--- src/rtl/limn2600_mem_arbiter.sv ---
// -----------------------------------------------------------------------------
// limn2600_mem_arbiter
//
// Shares the single-ported Limn2600 SRAM between the CPU instruction-fetch
// port (read-only) and the data port (read/write). Requests are serialised
// through a four-state FSM (IDLE -> ISSUE -> WAIT -> RESP). Each access issues
// one single-cycle chip select, waits for the SRAM rdy pulse, captures the
// data and returns it with a one-cycle ack on the granted port. Conflicts are
// resolved round-robin; the data port counts as "last granted" after reset, so
// the fetch port wins the first conflict.
//
// Ports:
//   clk, rst            single clock, synchronous active-high reset
//   i_req/i_addr        fetch request (level) and byte address
//   i_ack/i_rdata       fetch completion pulse and data (0 while i_ack low)
//   d_req/d_we/d_addr   data request (level), write enable, byte address
//   d_wdata             data write value
//   d_ack/d_rdata       data completion pulse and read data (0 for writes)
//   bus_err             accompanies an ack when the access timed out
//   m_cs/m_we           SRAM chip select / write enable (ISSUE cycle only)
//   m_addr/m_wdata      SRAM address / write data (zero outside ISSUE)
//   m_rdy/m_rdata       SRAM ready pulse and read data (only used in WAIT)
//
// Optional feature: define LIMN2600_ARB_TIMEOUT_EN to bound WAIT to
// TIMEOUT_CYCLES cycles, after which the access completes with bus_err=1.
// Without it WAIT holds until m_rdy and bus_err is tied 0.
// -----------------------------------------------------------------------------
module limn2600_mem_arbiter #(
    parameter int unsigned DATA_WIDTH     = 32,
    parameter int unsigned TIMEOUT_CYCLES = 16
) (
    input  logic                  clk,
    input  logic                  rst,

    input  logic                  i_req,
    input  logic [31:0]           i_addr,
    output logic                  i_ack,
    output logic [DATA_WIDTH-1:0] i_rdata,

    input  logic                  d_req,
    input  logic                  d_we,
    input  logic [31:0]           d_addr,
    input  logic [DATA_WIDTH-1:0] d_wdata,
    output logic                  d_ack,
    output logic [DATA_WIDTH-1:0] d_rdata,

    output logic                  bus_err,

    output logic                  m_cs,
    output logic                  m_we,
    output logic [31:0]           m_addr,
    output logic [DATA_WIDTH-1:0] m_wdata,
    input  logic                  m_rdy,
    input  logic [DATA_WIDTH-1:0] m_rdata
);

    typedef enum logic [1:0] {
        S_IDLE,
        S_ISSUE,
        S_WAIT,
        S_RESP
    } state_t;

    state_t                state_q, state_d;
    logic                  last_d_q, last_d_d;   // 1: data port was granted last
    logic                  gnt_d_q, gnt_d_d;     // 1: current grant is the data port
    logic                  we_q, we_d;           // current access is a write
    logic                  m_cs_q, m_cs_d;
    logic                  m_we_q, m_we_d;
    logic [31:0]           m_addr_q, m_addr_d;
    logic [DATA_WIDTH-1:0] m_wdata_q, m_wdata_d;
    logic                  i_ack_q, i_ack_d;
    logic                  d_ack_q, d_ack_d;
    logic [DATA_WIDTH-1:0] i_rdata_q, i_rdata_d;
    logic [DATA_WIDTH-1:0] d_rdata_q, d_rdata_d;
    logic                  grant_d;
    logic [DATA_WIDTH-1:0] cap_data;

`ifdef LIMN2600_ARB_TIMEOUT_EN
    localparam int unsigned TMO_W = $clog2(TIMEOUT_CYCLES + 1);
    // Counter value seen in the last permitted WAIT cycle; the increment out
    // of it would reach TIMEOUT_CYCLES.
    localparam logic [TMO_W-1:0] TMO_LAST = TMO_W'(TIMEOUT_CYCLES - 1);

    logic [TMO_W-1:0] tmo_cnt_q, tmo_cnt_d;
    logic             bus_err_q, bus_err_d;
`endif

    // Grant the data port if it alone requests, or if both request and the
    // fetch port was served last.
    assign grant_d  = d_req && (!i_req || !last_d_q);
    // Writes return zero regardless of what the SRAM drives.
    assign cap_data = we_q ? '0 : m_rdata;

    always_comb begin
        state_d   = state_q;
        last_d_d  = last_d_q;
        gnt_d_d   = gnt_d_q;
        we_d      = we_q;
        m_cs_d    = 1'b0;
        m_we_d    = m_we_q;
        m_addr_d  = m_addr_q;
        m_wdata_d = m_wdata_q;
        i_ack_d   = 1'b0;
        d_ack_d   = 1'b0;
        i_rdata_d = '0;
        d_rdata_d = '0;
`ifdef LIMN2600_ARB_TIMEOUT_EN
        tmo_cnt_d = tmo_cnt_q;
        bus_err_d = 1'b0;
`endif

        case (state_q)
            S_IDLE: begin
                if (i_req || d_req) begin
                    // The m_* registers double as the latched request so the
                    // SRAM sees it during ISSUE without another stage.
                    gnt_d_d   = grant_d;
                    we_d      = grant_d && d_we;
                    m_cs_d    = 1'b1;
                    m_we_d    = grant_d && d_we;
                    m_addr_d  = grant_d ? d_addr : i_addr;
                    m_wdata_d = grant_d ? d_wdata : '0;
                    state_d   = S_ISSUE;
                end
            end

            S_ISSUE: begin
                m_we_d    = 1'b0;
                m_addr_d  = '0;
                m_wdata_d = '0;
`ifdef LIMN2600_ARB_TIMEOUT_EN
                tmo_cnt_d = '0;
`endif
                state_d   = S_WAIT;
            end

            S_WAIT: begin
                if (m_rdy) begin
                    if (gnt_d_q) begin
                        d_ack_d   = 1'b1;
                        d_rdata_d = cap_data;
                    end else begin
                        i_ack_d   = 1'b1;
                        i_rdata_d = cap_data;
                    end
                    state_d = S_RESP;
                end
`ifdef LIMN2600_ARB_TIMEOUT_EN
                else if (tmo_cnt_q == TMO_LAST) begin
                    d_ack_d   = gnt_d_q;
                    i_ack_d   = !gnt_d_q;
                    bus_err_d = 1'b1;
                    state_d   = S_RESP;
                end else begin
                    tmo_cnt_d = tmo_cnt_q + 1'b1;
                end
`endif
            end

            S_RESP: begin
                last_d_d = gnt_d_q;
                state_d  = S_IDLE;
            end

            default: state_d = S_IDLE;
        endcase
    end

    always_ff @(posedge clk) begin
        if (rst) begin
            state_q   <= S_IDLE;
            last_d_q  <= 1'b1;
            gnt_d_q   <= 1'b0;
            we_q      <= 1'b0;
            m_cs_q    <= 1'b0;
            m_we_q    <= 1'b0;
            m_addr_q  <= '0;
            m_wdata_q <= '0;
            i_ack_q   <= 1'b0;
            d_ack_q   <= 1'b0;
            i_rdata_q <= '0;
            d_rdata_q <= '0;
`ifdef LIMN2600_ARB_TIMEOUT_EN
            tmo_cnt_q <= '0;
            bus_err_q <= 1'b0;
`endif
        end else begin
            state_q   <= state_d;
            last_d_q  <= last_d_d;
            gnt_d_q   <= gnt_d_d;
            we_q      <= we_d;
            m_cs_q    <= m_cs_d;
            m_we_q    <= m_we_d;
            m_addr_q  <= m_addr_d;
            m_wdata_q <= m_wdata_d;
            i_ack_q   <= i_ack_d;
            d_ack_q   <= d_ack_d;
            i_rdata_q <= i_rdata_d;
            d_rdata_q <= d_rdata_d;
`ifdef LIMN2600_ARB_TIMEOUT_EN
            tmo_cnt_q <= tmo_cnt_d;
            bus_err_q <= bus_err_d;
`endif
        end
    end

    assign m_cs    = m_cs_q;
    assign m_we    = m_we_q;
    assign m_addr  = m_addr_q;
    assign m_wdata = m_wdata_q;
    assign i_ack   = i_ack_q;
    assign d_ack   = d_ack_q;
    assign i_rdata = i_rdata_q;
    assign d_rdata = d_rdata_q;

`ifdef LIMN2600_ARB_TIMEOUT_EN
    assign bus_err = bus_err_q;
`else
    assign bus_err = 1'b0;
`endif

endmodule

--- config.mk ---
export PLATFORM = sky130hd
export DESIGN_NAME = limn2600_mem_arbiter
export DESIGN_NICKNAME = d
export VERILOG_FILES = /design/src/rtl/limn2600_mem_arbiter.sv
export SDC_FILE = /design/constraint.sdc
export NUM_CORES = 1
export LEC_CHECK = 0
export ABC_AREA = 1
export CAP_MARGIN = 20
export CORE_AREA = 2 2 136 138
export CTS_CLUSTER_SIZE = 16
export DETAILED_ROUTE_END_ITERATION = 7
export DIE_AREA = 0 0 138 140
export PLACE_DENSITY = 0.69
export SETUP_SLACK_MARGIN = 0.02
export SYNTH_ARGS = -nofsm -noshare
export SYNTH_HDL_FRONTEND = slang
export SYNTH_SLANG_ARGS = --single-unit
--- constraint.sdc ---
create_clock -name clk -period 1.4 [get_ports clk]
set_input_delay 0.14 -clock clk [delete_from_list [all_inputs] [get_ports clk]]
set_output_delay 0.14 -clock clk [all_outputs]
set_load 0.05 [all_outputs]
## Yosys cells after proc, flatten, opt, wreduce, memory -nomap -nowiden

Index checks and enable logic that the tools add are counted.
Widths: inputs -> output; s select.

| storage, ports and cells | value |
|---|---|
| output and inout port bits | 133 |
| logic and storage cells | 51 |
| flip-flop bits (word level) | 137 |
| input port bits | 134 |

| cells by class | value |
|---|---|
| bitwise gates (word level) | 4 |
| reductions and logical operators | 15 |
| eq/ne operators | 5 |
| mux-type cells | 15 |

Operators with widths:

| operator | number |
|---|---|
| $mux 32 | 5 |
| $pmux 32 s2 | 2 |
| $pmux 2 s4 | 1 |
| $reduce_or 4->1 | 2 |
| $reduce_and 2->1 | 3 |
| $eq 2x2->1 const B | 2 |
| $mux 1 | 4 |
| $mux 2 | 2 |
| $ne 2x2->1 const B | 2 |
| $not 1->1 | 4 |
| $reduce_or 3->1 | 1 |
| $eq 2x1->1 const B | 1 |
| $logic_and 1x1->1 | 2 |
| $logic_not 1->1 | 2 |
| $logic_not 2->1 | 1 |
| $logic_or 1x1->1 | 2 |
| $pmux 1 s2 | 1 |
| $reduce_bool 2->1 | 1 |
| $reduce_or 2->1 | 1 |

## Depth between registers and ports, before layout

Gate-level depths: netlist of the first run.

| depth | value |
|---|---|
| depth after elaboration | 6 |
| depth in mapped cells | 9 |
| depth with buffers taken out | 7 |

## Least setup slack after synthesis of the first run

OpenSTA, ideal clock, no wires.

| timing | value |
|---|---|
| path type | register to register |
| from | register state_q[0] |
| to | register m_wdata_q[10] (netlist: m_wdata[10]) |
| buffers on the path | 2 |
| arrival | 1.314 ns |
| stages on the path, launching flop included | 9 |
| setup time | 0.070 ns |
| period minus slack after synthesis | 1.384 ns |
| slack | 0.016 ns |
| data required time | 1.330 ns |
| cell sequence | dfxtp_1 > inv_1 > ha_1 > inv_2 > nor3_4 > buf_6 > buf_4 > nand3_1 > a21oi_1 |

| between the ends | value |
|---|---|
| word-level cells in the longest chain between the ends | 3 |
| elaborated cells on any way between the ends | 6 |
| classes of those cells | 2 x eq/ne; 1 x mux; 3 x reduce/logical |

RTL lines:

| what | line | RTL |
|---|---|---|
| from (decl) | 64 | `state_t state_q, state_d;` |
| from (signal assigned) | 189 | `state_q <= state_d;` |
| $eq 2x1->1 / $logic_not 2->1 (equally long branches) | 113 | `case (state_q)` |
| $reduce_bool 2->1 (no source line) / $ne 2x2->1 (equally long branches) | -- |  |
| $reduce_and 2->1 (no source line) | -- |  |
| to (signal assigned) | 196 | `m_wdata_q <= m_wdata_d;` |
| to (decl) | 71 | `logic [DATA_WIDTH-1:0] m_wdata_q, m_wdata_d;` |

Several ways; a longest one is shown, not always the timed one.
A chain may end at the register's enable or synchronous reset.

## Worst setup path in the final report of the first run

| timing | value |
|---|---|
| from | register state_q[0] |
| to | register m_wdata_q[15] (netlist: m_wdata[15]) |

The elaborated chain is that of the path after synthesis.

==> parameters.txt, run 1 <==
Parameter                              Value

CTS
  # H-tree levels ... 4
  Hold buffer count at cts ... 0
  Total clock buffers created by CTS ... 17
  Clock sink count ... 137
  Clock tree buffer depth ... 2
  Buffer cell driving the clock tree root ... sky130_fd_sc_hd__clkbuf_16
  CTS clock-pin slew for the worst setup and hold paths ... around 0.06 ns
  Clock tree from TritonCTS ... yes
  Clock latency on the worst-skew pair ... around 0.42 ns

Pwr
  Peak VDD IR ... 986 uV
  Pleak ... 4.06 nW
  Post-layout power ... 16.3 mW
  PD cells ... 1760 mW/mm^2

Synth
  Multiplexer share of the synthesized area ... 0%
  Post-Synthesis Net Count ... 758
  Most area-consuming cells after synthesis ... sky130_fd_sc_hd__dfxtp_1, sky130_fd_sc_hd__nand3_1, sky130_fd_sc_hd__a21oi_1
  Seq cells post-synth ... 137
  Share of the synthesized area in the top cell type ... 51.9%
  Parity-gate share of the synthesized area counting xor and xnor cells ... 0%
  Leading register cell type out of synthesis ... sky130_fd_sc_hd__dfxtp_1
  Library cell with the highest instance count after synthesis ... sky130_fd_sc_hd__dfxtp_1
  Sequential element share of the synthesized area ... 51.9%
  Async set or reset register ratio after synthesis ... 0%
  Synth Cell Area ... around 0.0053 mm^2
  Total of warnings raised by yosys ... 0
  Top post-synthesis cells by count ... sky130_fd_sc_hd__dfxtp_1, sky130_fd_sc_hd__nand3_1, sky130_fd_sc_hd__inv_1
  Instance count of the mapped netlist ... 620
  EDFF count, synth ... 0
  Number of unique standard cell types used by synthesis ... 23
  Largest area contributor in the netlist ... sky130_fd_sc_hd__dfxtp_1
  Post-synthesis share of cell area spent on and, or, nand and nor gates ... between 20% and 30%
  Mean cell area of the mapped netlist ... roughly 8.5 um^2
  Combinational family with the most area after synthesis ... simple AND/OR/NAND/NOR gates
  Synth Area in Compound Gates ... under 10%
  Synthesized-area fraction occupied by adder cells ... less than 1%

Detailed routing
  Per-cell routed wire length ... 15.6 um
  DRT antenna net count ... 0
  Aggregate routed wire length ... roughly 18 mm
  Vias ... approximately 5.3k
  Detailed-route DRC error count ... 0
  Initial drt markers ... 181
  DR pass1 iterations ... 4
  Via density per instance ... 4.64

Setup path
  Critical-path top delay cell ... sky130_fd_sc_hd__dfxtp_4
  Register-to-Register Path Depth ... 9
  Crit Path Class ... reg -> reg
  R2R Path Start ... state_q[0]
  Endpoint of the lowest-slack register-to-register path ... m_wdata[15]
  Cell count along the critical path ... 9
  Worst Path Arrival ... 1.81 ns
  Register-to-register setup slack ... -0.07 ns
  Last element of the critical path ... m_wdata[15]
  Total buffers and inverters traversed by the critical path ... 5
  Startpoint class of the critical path ... flop
  Peak per-stage delay on the critical path ... about 0.36 ns
  Beginning of the critical path ... state_q[0]
  CP delay by family, top ... buffers and inverters
  Worst Setup End Kind ... flop
  Required arrival time at the worst endpoint ... 1.74 ns
  Critical-path maximum fanout ... 5
  Sequence of cells on the critical path ... inv_4 -> ha_4 -> inv_4 -> nor3_4 -> buf_6 -> buf_16 -> buf_6 -> nand3_1 -> a21oi_1

STA
  RSZ-0062 raised after global routing ... true
  Final setup violating endpoints ... 28
  Sum of negative setup slack ... -0.410 ns
  Actual slew at the worst max-slew pin ... 0.523 ns
  Fin crit period ... 1.47 ns
  Final worst slack ... -0.0687 ns
  Hold WS ... 0.0887 ns
  Count of final hold-check violations ... 0
  Worst setup skew after layout ... just over 0.007 ns
  Fin. max-slew vios ... 0
  Headroom to the max-slew limit ... 65.1%
  Post-route clock period utilization ... 105%
  Fmax achieved ... about 0.68 GHz

Outcome
  Run status ... complete, but fails checks
  Failing checks ... setup timing

Global route
  Total grt overflow ... 0
  Largest net degree at the start of global routing ... 70
  Antenna violations before repair ... 1
  Via count of the first global-routing pass ... 5164
  Total routing resource utilization after global routing ... between 10% and 20%
  Global-route wire length before repair ... 26.9 mm

Placement
  Inst Count DP ... around 1.1k
  HPWL after detailed placement ... 11.8 mm
  Placed instance area ... ~0.0081 mm^2
  Routability cong. ... 0.810
  Count of buffers inserted at the top-level ports ... 265
  Pre-CTS WS ... -0.259 ns

Die
  Standard cell core area ... 0.0178 mm^2
  Die height ... 140 um
  Ports ... about 270
  Effective utilization at floorplan ... 29.7%
  Horizontal die dimension ... 138 um
  Die Footprint ... 0.0193 mm^2
  Core Rows ... 49

Cells and area
  Final std cell area, no fill ... between 0.009 and 0.01 mm^2
  Combined area of the multi-input logic cells ... 0.00217 mm^2
  Layout cell share with drive strength beyond 1 ... 31.5%
  Layout-stage area growth over the synthesis result ... 75.7%
  Sequential cell area ... 0.00275 mm^2
  Number of nets in the layout ... 1042
  Final standard cell count with taps included and fillers excluded ... around 1.1k
  Filler instances ... 1680
  Final core occ ... 52.2%

Worst hold path
  Kind of path behind the tightest hold check ... in -> reg
  Worst Hold Depth ... 4

Job
  MaxCap Viol Count ... 0
state kept, by name, indices dropped and copies added (netlist names), 2 cells and up:
| register | cells |
|---|---|
| d_rdata | 32 |
| i_rdata | 32 |
| m_addr | 32 |
| m_wdata | 32 |
| state_q | 2 |
layout make-up:
type | count | area share [%]
Sequential cell | 137 | 29.6
Tap cell | 229 | 3.09
Clock buffer | 17 | 4.58
Inverter | 75 | 3.14
Antenna cell | 1 | 0.0269
Clock inverter | 15 | 1.77
Multi-Input combinational cell | 352 | 23.4
Timing Repair Buffer | 321 | 34.4
where the power goes:
part           switching (mW)  internal (mW)
logic                    4.10           3.11
registers               0.279           4.38
clock network            1.81           2.66
what timing repair did:
action | in CTS | in global routing
pin swaps | 4 | 7
resized for setup | 30 | 28
gates cloned | 2 | 8
setup buffers | 4 | 2
hold endpoints to repair | 0 | 0
endpoints found under the setup margin | 83 | 133
cell families after synthesis:
family	Yosys count
AND/OR/NAND/NOR	274
flip-flops	137
buffers and inverters	131
AO/OA/AOI/OAI	73
adder cells (fa/ha/maj)	4
other	1
placed cells by master (no fill, tap or decap), drive strengths merged:
cell type	n
a21oi	70
buf	181
bufinv	2
clkbuf	25
clkdlybuf4s50	132
clkinv	7
clkinvlp	1
conb	1
dfxtp	137
diode	1
ha	4
inv	80
nand2	41
nand3	131
nand3b	32
nand4	2
nor2	3
nor3	65
o21ai	3
worst register-to-register path, cell delays in order (launching register included):
cell and delay [ns]:
sky130_fd_sc_hd__dfxtp_4 0.36, sky130_fd_sc_hd__inv_4 0.06, sky130_fd_sc_hd__ha_4 0.14, sky130_fd_sc_hd__inv_4 0.05, sky130_fd_sc_hd__nor3_4 0.18, sky130_fd_sc_hd__buf_6 0.15
sky130_fd_sc_hd__buf_16 0.12, sky130_fd_sc_hd__buf_6 0.10, sky130_fd_sc_hd__nand3_1 0.07, sky130_fd_sc_hd__a21oi_1 0.15
worst min path at each step:
stage,startpoint,endpoint,slack [ns]
6_report,rst,state_q[1],0.09
5_1_grt,rst,state_q[0],0.11
4_1_cts,rst,state_q[1],0.07
3_5_place_dp,m_wdata[11],m_wdata[11],0.47
3_3_place_gp,m_wdata[0],m_wdata[0],0.47
2_1_floorplan,m_rdata[0],d_rdata[0],0.28
layer usage:
metal | part of all wire [%] | up-vias | GRT usage (%)
met5 | 0 | - | 0
met4 | 1.5 | 0 | 5.75
met3 | 5.9 | 20 | 4.55
met2 | 52 | 185 | 30.2
met1 | 40 | 2488 | 20.3
li1 | - | 2628 | -
No activity file was read; power rests on OpenSTA's default activity.
==> run 2: changes to the inputs <==
--- a/config.mk
+++ b/config.mk
@@ -8,6 +8,7 @@
 export ABC_AREA = 1
 export CAP_MARGIN = 20
 export CORE_AREA = 2 2 136 138
+export CTS_CLUSTER_DIAMETER = 50
 export CTS_CLUSTER_SIZE = 16
 export DETAILED_ROUTE_END_ITERATION = 7
 export DIE_AREA = 0 0 138 140
==> results of run 2 <==
Final layout, timing and power as in run 1 (identical DEF).
